**config.mk**
```make
export PLATFORM = sky130hd
export DESIGN_NAME = kin_debounce_latch_flat
export DESIGN_NICKNAME = d
export VERILOG_FILES = /design/src/rtl/kin_debounce_latch_if.sv /design/src/rtl/kin_debounce_latch.sv /design/src/flat_wrapper.sv
export SDC_FILE = /design/constraint.sdc
export NUM_CORES = 1
export LEC_CHECK = 0
export ABC_AREA = 1
export BUFFER_PORTS_ARGS = -buffer_cell sky130_fd_sc_hd__buf_2
export CORE_MARGIN = 2
export CORE_UTILIZATION = 50
export CTS_BUF_LIST = sky130_fd_sc_hd__clkbuf_4
export CTS_CLUSTER_DIAMETER = 200
export DETAILED_ROUTE_END_ITERATION = 10
export GPL_TIMING_DRIVEN = 0
export HOLD_SLACK_MARGIN = 0.06
export PLACE_DENSITY = 0.73
export SYNTH_ARGS = -nofsm -noshare
export SYNTH_HDL_FRONTEND = slang
export SYNTH_SLANG_ARGS = --single-unit
```
**constraint.sdc**
```tcl
create_clock -name clk -period 3.8 [get_ports clk]
set_clock_uncertainty 0.05 [all_clocks]
set_input_delay 0.38 -clock clk [delete_from_list [all_inputs] [get_ports clk]]
set_output_delay 0.38 -clock clk [all_outputs]
set_load 0.01 [all_outputs]
```
**src/rtl/kin_debounce_latch_if.sv**
```systemverilog
// rtl/kin_debounce_latch_if.sv - key-input front end signal bundle
interface kin_debounce_latch_if #(
  parameter int WIDTH = 4
);
  logic             ena;
  logic [WIDTH-1:0] kin;
  logic [WIDTH-1:0] flag_clr;
  logic [WIDTH-1:0] kin_stable;
  logic [WIDTH-1:0] kin_flag;
  logic             kin_irq;
  logic             mc_strobe;

  // Board/core side: drives pins, enable and flag clears; reads results
  modport master (
    output ena, kin, flag_clr,
    input  kin_stable, kin_flag, kin_irq, mc_strobe
  );

  // Front end side
  modport slave (
    input  ena, kin, flag_clr,
    output kin_stable, kin_flag, kin_irq, mc_strobe
  );
endinterface

```
**src/rtl/kin_debounce_latch.sv**
```systemverilog
// rtl/kin_debounce_latch.sv - key-input synchroniser, per-bit debouncer and sticky edge flags
module kin_debounce_latch #(
  parameter int WIDTH     = 4,
  parameter int CYCLE_LEN = 8,
  parameter int DEBOUNCE  = 3,
  parameter int EDGE_MODE = 2
) (
  input logic                 clk,
  input logic                 rst,
  kin_debounce_latch_if.slave bus
);
  localparam int PW = (CYCLE_LEN > 1) ? $clog2(CYCLE_LEN) : 1;
  localparam int CW = (DEBOUNCE > 0) ? $clog2(DEBOUNCE + 1) : 1;
  localparam logic [PW-1:0] PHASE_LAST = PW'(CYCLE_LEN - 1);
  localparam logic [CW-1:0] CNT_LAST   = CW'(DEBOUNCE - 1);

  logic [WIDTH-1:0] sync1_q, sync1_d;
  logic [WIDTH-1:0] sync2_q, sync2_d;
  logic [WIDTH-1:0] stable_q, stable_d;
  logic [WIDTH-1:0] flag_q, flag_d;
  logic [PW-1:0]    phase_q, phase_d;
  logic [CW-1:0]    cnt_q [WIDTH];
  logic [CW-1:0]    cnt_d [WIDTH];
  logic [WIDTH-1:0] accept;
  logic [WIDTH-1:0] edge_mask;
  logic             strobe;

  // Sample once per machine cycle, on its last enabled clock
  always_comb begin
    strobe = bus.ena && (phase_q == PHASE_LAST);
  end

  // Two-stage synchroniser and machine-cycle phase counter
  always_comb begin
    sync1_d = bus.kin;
    sync2_d = sync1_q;
    phase_d = phase_q;
    if (bus.ena) begin
      phase_d = (phase_q == PHASE_LAST) ? '0 : phase_q + 1'b1;
    end
  end

  // Per-bit debounce: count consecutive differing samples, accept on the DEBOUNCE-th
  always_comb begin
    stable_d = stable_q;
    cnt_d    = cnt_q;
    accept   = '0;
    if (strobe) begin
      for (int i = 0; i < WIDTH; i++) begin
        if (sync2_q[i] == stable_q[i]) begin
          cnt_d[i] = '0;
        end else if (cnt_q[i] == CNT_LAST) begin
          stable_d[i] = sync2_q[i];
          cnt_d[i]    = '0;
          accept[i]   = 1'b1;
        end else begin
          cnt_d[i] = cnt_q[i] + 1'b1;
        end
      end
    end
  end

  // Sticky flags: clear first, then a qualifying accepted edge sets (set wins)
  always_comb begin
    edge_mask = '1;
    if (EDGE_MODE == 0) begin
      edge_mask = ~stable_d;
    end else if (EDGE_MODE == 1) begin
      edge_mask = stable_d;
    end
    flag_d = (flag_q & ~bus.flag_clr) | (accept & edge_mask);
  end

  // State registers; reset preloads the pins so already-held keys report no edge
  always_ff @(posedge clk) begin
    if (rst) begin
      sync1_q  <= bus.kin;
      sync2_q  <= bus.kin;
      stable_q <= bus.kin;
      flag_q   <= '0;
      phase_q  <= '0;
      for (int i = 0; i < WIDTH; i++) begin
        cnt_q[i] <= '0;
      end
    end else begin
      sync1_q  <= sync1_d;
      sync2_q  <= sync2_d;
      stable_q <= stable_d;
      flag_q   <= flag_d;
      phase_q  <= phase_d;
      for (int i = 0; i < WIDTH; i++) begin
        cnt_q[i] <= cnt_d[i];
      end
    end
  end

  assign bus.kin_stable = stable_q;
  assign bus.kin_flag   = flag_q;
  assign bus.kin_irq    = |flag_q;
  assign bus.mc_strobe  = strobe;
endmodule

```
**src/flat_wrapper.sv**
```systemverilog
// flat-port wrapper written by rule: the top's interface ports become plain ports
module kin_debounce_latch_flat 
#(
  parameter int WIDTH     = 4,
  parameter int CYCLE_LEN = 8,
  parameter int DEBOUNCE  = 3,
  parameter int EDGE_MODE = 2
)
  (clk, rst, bus_ena, bus_kin, bus_flag_clr, bus_kin_stable, bus_kin_flag, bus_kin_irq, bus_mc_strobe);
  kin_debounce_latch_if #(.WIDTH(WIDTH)) bus_i ();
  input logic clk;
  input logic rst;
  input wire logic [$bits(bus_i.ena)-1:0] bus_ena;
  input wire logic [$bits(bus_i.kin)-1:0] bus_kin;
  input wire logic [$bits(bus_i.flag_clr)-1:0] bus_flag_clr;
  output wire logic [$bits(bus_i.kin_stable)-1:0] bus_kin_stable;
  output wire logic [$bits(bus_i.kin_flag)-1:0] bus_kin_flag;
  output wire logic [$bits(bus_i.kin_irq)-1:0] bus_kin_irq;
  output wire logic [$bits(bus_i.mc_strobe)-1:0] bus_mc_strobe;
  assign bus_i.ena = bus_ena;
  assign bus_i.kin = bus_kin;
  assign bus_i.flag_clr = bus_flag_clr;
  assign bus_kin_stable = bus_i.kin_stable;
  assign bus_kin_flag = bus_i.kin_flag;
  assign bus_kin_irq = bus_i.kin_irq;
  assign bus_mc_strobe = bus_i.mc_strobe;
  kin_debounce_latch #(.WIDTH(WIDTH), .CYCLE_LEN(CYCLE_LEN), .DEBOUNCE(DEBOUNCE), .EDGE_MODE(EDGE_MODE)) u_core (.clk(clk), .rst(rst), .bus(bus_i));
endmodule
```
# --- Word level (Yosys, flattened, before mapping) ---
# Index checks and enable logic that the tools add are counted.
op_classes:
  div: 0
  mux: 29
  bitwise: 3
  multipliers: 0
  n_reduce_logical: 11
  shift: 0
  n_lt_le_gt_ge: 0
  add_sub_neg: 5
  n_eq_ne: 13
op_table:
  columns: ["cell", "n"]
  rows:
  - ["2-to-1 mux 1 bit", 16]
  - ["2-to-1 mux 2 bit", 8]
  - ["2-to-1 mux 4 bit", 4]
  - ["AND reduction 3 bit", 4]
  - ["nonzero test 2 bit", 5]
  - ["adder 2 x 1 -> 2 bit (second input constant)", 4]
  - ["== test 2 bit (second input constant)", 4]
  - ["!= test 2 bit (second input constant)", 4]
  - ["AND 4 bit", 1]
  - ["== test 1 bit", 4]
  - ["inverter 4 bit", 1]
  - ["OR 4 bit", 1]
  - ["OR reduction 4 bit", 1]
  - ["adder 3 x 1 -> 3 bit (second input constant)", 1]
  - ["== test 3 bit (second input constant)", 1]
  - ["2-to-1 mux 3 bit", 1]
  - ["logical AND 1 bit", 1]
word_totals:
  mem_count: 0
  ramBits: 0
  mem_bits_ro: 0
  latch_bits: 0
  wordCells: 73
  reg_bits: 27

# --- Longest topological paths before layout ---
depth:
  ltp_word: 5
  ltp_mapped: 7
  mapped_depth_nobuf: 6

# --- Worst setup path before layout ---
# OpenSTA, ideal clock, no wires.
synth_path:
  kind: "flip-flop to flip-flop"
  start: "register u_core.phase_q[0]"
  end: "register u_core.stable_q[1] (netlist: u_core.bus.kin_stable[1]) (enable)"
  path_buffers: 1
  path_slack_ns: 2.432
  arrival_ns: 1.026
  path_stages_with_launch: 8
  period_less_slack_ns: 1.368
  path_cell_list: "dfxtp_1 > ha_1 > ha_1 > nand2_2 > buf_6 > nor2_2 > nand2_1 > nand2_1"
synth_via:
  elab_chain_len: 4
synth_rtl:
  columns: ["element", "line_no", "text"]
  rows:
  - ["start: declaration", "kin_debounce_latch.sv:21", "logic [PW-1:0] phase_q, phase_d;"]
  - ["start signal: assignment", "kin_debounce_latch.sv:90", "phase_q <= phase_d;"]
  - ["== test 3 bit", "kin_debounce_latch.sv:30", "strobe = bus.ena && (phase_q == PHASE_LAST);"]
  - ["logical AND 1 bit", "kin_debounce_latch.sv:30", null]
  - ["nonzero test 2 bit (no line)", null, null]
  - ["AND reduction 3 bit (no line)", null, null]
  - ["end signal: assignment", "kin_debounce_latch.sv:79", "stable_q <= bus.kin;"]
  - ["end signal: assignment", "kin_debounce_latch.sv:88", "stable_q <= stable_d;"]
  - ["end: declaration", "kin_debounce_latch.sv:19", "logic [WIDTH-1:0] stable_q, stable_d;"]
# Every way passes these cells.
# A chain may end at the register's enable or synchronous reset.

# --- Worst setup path after layout ---
layout_path:
  start: "register u_core.phase_q[0]"
  end: "output port bus_mc_strobe"
layout_via:
  elab_chain_len: 2
layout_rtl:
  columns: ["element", "line_no", "text"]
  rows:
  - ["== test 3 bit", "kin_debounce_latch.sv:30", null]
  - ["logical AND 1 bit", "kin_debounce_latch.sv:30", null]
  - ["end: declaration", "flat_wrapper.sv:19", "output wire logic [$bits(bus_i.mc_strobe)-1:0] bus_mc_strobe;"]
# Every way passes these cells.

==> summary.txt <==
Clock network
  – Cts hold-fix bufs: 0
  – # Post-CTS Setup Buffers: 0
  – Clock tree buffer depth: 2
  – Number of levels in the clock H-tree: 1
  – Clock tree sinks: 27
  – Number of instances resized during post-cts repair: 0
  – TritonCTS clock tree: yes
  – Clock latency on the worst-skew pair: 320 ps
  – Clock root buffer master: sky130_fd_sc_hd__clkbuf_4
  – Number of clock buffers inserted by TritonCTS: 3
  – CTS clk-pin slew, worst paths: 140 ps

Worst hold path
  – Path category of the worst min-delay check: input pin to flip-flop

Yosys
  – Post-synthesis cell count: 150
  – Synth Area in Compound Gates: 12.2%
  – Multiplexer share of the synthesized area: 0%
  – Mean instance size in the synthesized netlist: 7.64 sq um
  – Sequential fraction of the synthesis area: 50.7%
  – Simple-gate portion of the synthesized area: 24.1%
  – Area share of the largest cell type after synthesis: 40.2%
  – Syn Std Cell Area: 0.00115 sq mm
  – Number of nets in the synthesized netlist: 163
  – Post-synthesis adder-cell area fraction: 2.18%
  – Post-synthesis xor/xnor area fraction: 0.764%
  – Post-synthesis cell type count: 18
  – Cell accounting for the most synthesized area: sky130_fd_sc_hd__dfxtp_1
  – Biggest area contributors in the synthesized netlist: sky130_fd_sc_hd__dfxtp_1 40%, sky130_fd_sc_hd__nand2_1 16%, sky130_fd_sc_hd__edfxtp_1 10%, sky130_fd_sc_hd__inv_1 6.9%, sky130_fd_sc_hd__o21ai_0 5.7%
  – Count of state elements after synthesis: 27
  – Dominant combinational cell family by area after synthesis: simple AND/OR/NAND/NOR gates
  – Yosys Warn Count: 0

Setup path
  – Maximum fanout along the worst path: 10
  – Launching element type of the critical path: flip-flop
  – Signal arrival time at the worst endpoint: 1450 ps
  – Nature of the critical path endpoint: output port
  – Required time at the worst-slack endpoint: 3370 ps
  – Setup CP Type: flip-flop to output port

Die
  – Core Rows: 17
  – Number of top-level pins: 21
  – Die Span Y: 51.9 um
  – Effective utilization at floorplan: 52.3%
  – Area inside the core boundary: 0.00219 sq mm
  – Overall die width: 51.9 um
  – Overall die area: 0.00269 sq mm

Flow run
  – Max Cap Viol: 0

Drt
  – Pre-antenna DRT Iters: 4
  – DRC viols: 0
  – Routed vias/inst: 4.71
  – Final wirelength: 2110 um
  – DR iter-0 viols: 19
  – Number of nets with antenna violations after routing: 0
  – Routed length per placed instance: 10.4 um
  – Via count of the routed design: 951

Cells and area
  – Antenna cells: 0
  – Synthesis-to-layout area growth: 14.4%
  – Final cell utilization of the core: 59.9%
  – Layout cell share with drive strength beyond 1: 22.4%
  – Fill cell count: 217
  – Post-route non-filler standard cell count: 202
  – Number of nets in the final layout: 188
  – Most frequent standard cell in the layout excluding fill and tap cells: sky130_fd_sc_hd__nand2_1
  – Area used by multi-input combinational logic: 450 sq um
  – Register area: 581 sq um
  – Commonest cells after routing, fill and taps aside: 49 x sky130_fd_sc_hd__nand2_1, 23 x sky130_fd_sc_hd__dfxtp_1, 22 x sky130_fd_sc_hd__buf_2
  – Final design area excluding fillers: 0.00131 sq mm

Timing
  – Fmax: 532 MHz
  – Max_slew headroom: 85.1%
  – RSZ-0062 raised after global routing: false
  – Final worst-path cycle share: 49.5%
  – Total negative setup slack: 0 ps
  – Slew at the pin closest to its max-slew limit: 223 ps
  – Final hold vios: 0
  – # setup viols final: 0
  – Post-layout minimum cycle time: 1880 ps
  – Total count of max-transition violations in the final report: 0

Place
  – DP Cell Count: 198
  – Placed instance area: 0.00128 sq mm
  – Routability congestion estimate from global placement: 0.739
  – HPWL after detailed placement: 1570 um
  – Count of input and output buffers: 20

Run status
  – Outcome: finished, final reports clean

Power
  – Worst vdd rail ir drop: 0.304 mV
  – Static Leak: 0.620 nW
  – Total power divided by cell area: 368 mW/mm^2

Global routing
  – Via count of the first global-routing pass: 906
  – Overall global routing resource usage: 18.3%
  – Wire length of the first global-routing pass: 3580 um
  – Initial antenna violation count: 0
  – Overflow left after global routing: 0
  – Pin count of the biggest net entering global routing: 15
through the flow:
stage               setup slack, ps  power [mW]  hold slack (ps)
finish                         1920       0.482              107
global route                   1820       0.506             86.0
CTS                            1880       0.492             95.9
detailed placement             2270       0.360              361
global placement               2300       0.357              349
floorplan                      2430       0.343              346
synth_stat cells (all sizes together):
master,n
nand3,1
edfxtp,4
xnor2,1
nand2,50
nor2,17
dfxtp,23
o21ai,14
buf,4
ha,2
inv,22
nor3,1
a21oi,11
worst max-delay path, stage by stage (launching register included):
cell and delay (ps):
sky130_fd_sc_hd__dfxtp_1 350, sky130_fd_sc_hd__ha_1 200, sky130_fd_sc_hd__ha_1 190, sky130_fd_sc_hd__nand2_2 90
sky130_fd_sc_hd__buf_6 130, sky130_fd_sc_hd__inv_1 50, sky130_fd_sc_hd__buf_2 130
flip-flops by register name (all words and copies together), names as in the netlist:
name                   cells
u_core.cnt_q               8
u_core.bus.kin_flag        4
u_core.bus.kin_stable      4
u_core.sync1_q             4
u_core.sync2_q             4
u_core.phase_q             3
cell families after synthesis:
kind of cell | after synthesis
AOI/OAI and AO/OA | 25
xor gates and xnor gates | 1
adders and majority gates | 2
buffers and inverters | 26
DFF | 27
and+or+nand+nor | 69
metal layers:
layer	global-route usage (%)	vias to the layer above	wire, um
met5	0	-	0
li1	-	512	-
met3	2.59	6	78
met2	34.4	23	1060
met4	10.5	0	53
met1	19.2	410	914
worst paths after layout:
kind	to	cells past startpoint	start	slack (ps)
setup / recovery	bus_mc_strobe	6	u_core.phase_q[0]$_SDFFE_PP0P_	1920
hold / removal	u_core.sync1_q[0]$_DFF_P_	1	bus_kin[0]	110
setup reg to reg	u_core.bus.kin_stable[3]$_DFFE_PP_	7	u_core.phase_q[0]$_SDFFE_PP0P_	2310
hold reg to reg	u_core.sync2_q[3]$_DFF_P_	2	u_core.sync1_q[3]$_DFF_P_	390
where the power goes:
part | internal, mW | total, mW | switching, mW
logic | 0.0175 | 0.0446 | 0.0271
registers | 0.303 | 0.309 | 0.00588
clock network | 0.0482 | 0.129 | 0.0805
cell type report:
type / count / area share [%]
flip-flops and latches: 27 / 44.3
multi-input cells: 97 / 34.4
repair buffers: 20 / 7.63
inverters: 22 / 6.30
well taps: 28 / 2.67
plain buffers: 4 / 2.48
clock buffers: 4 / 2.29
(Power assumes the default switching activity.)
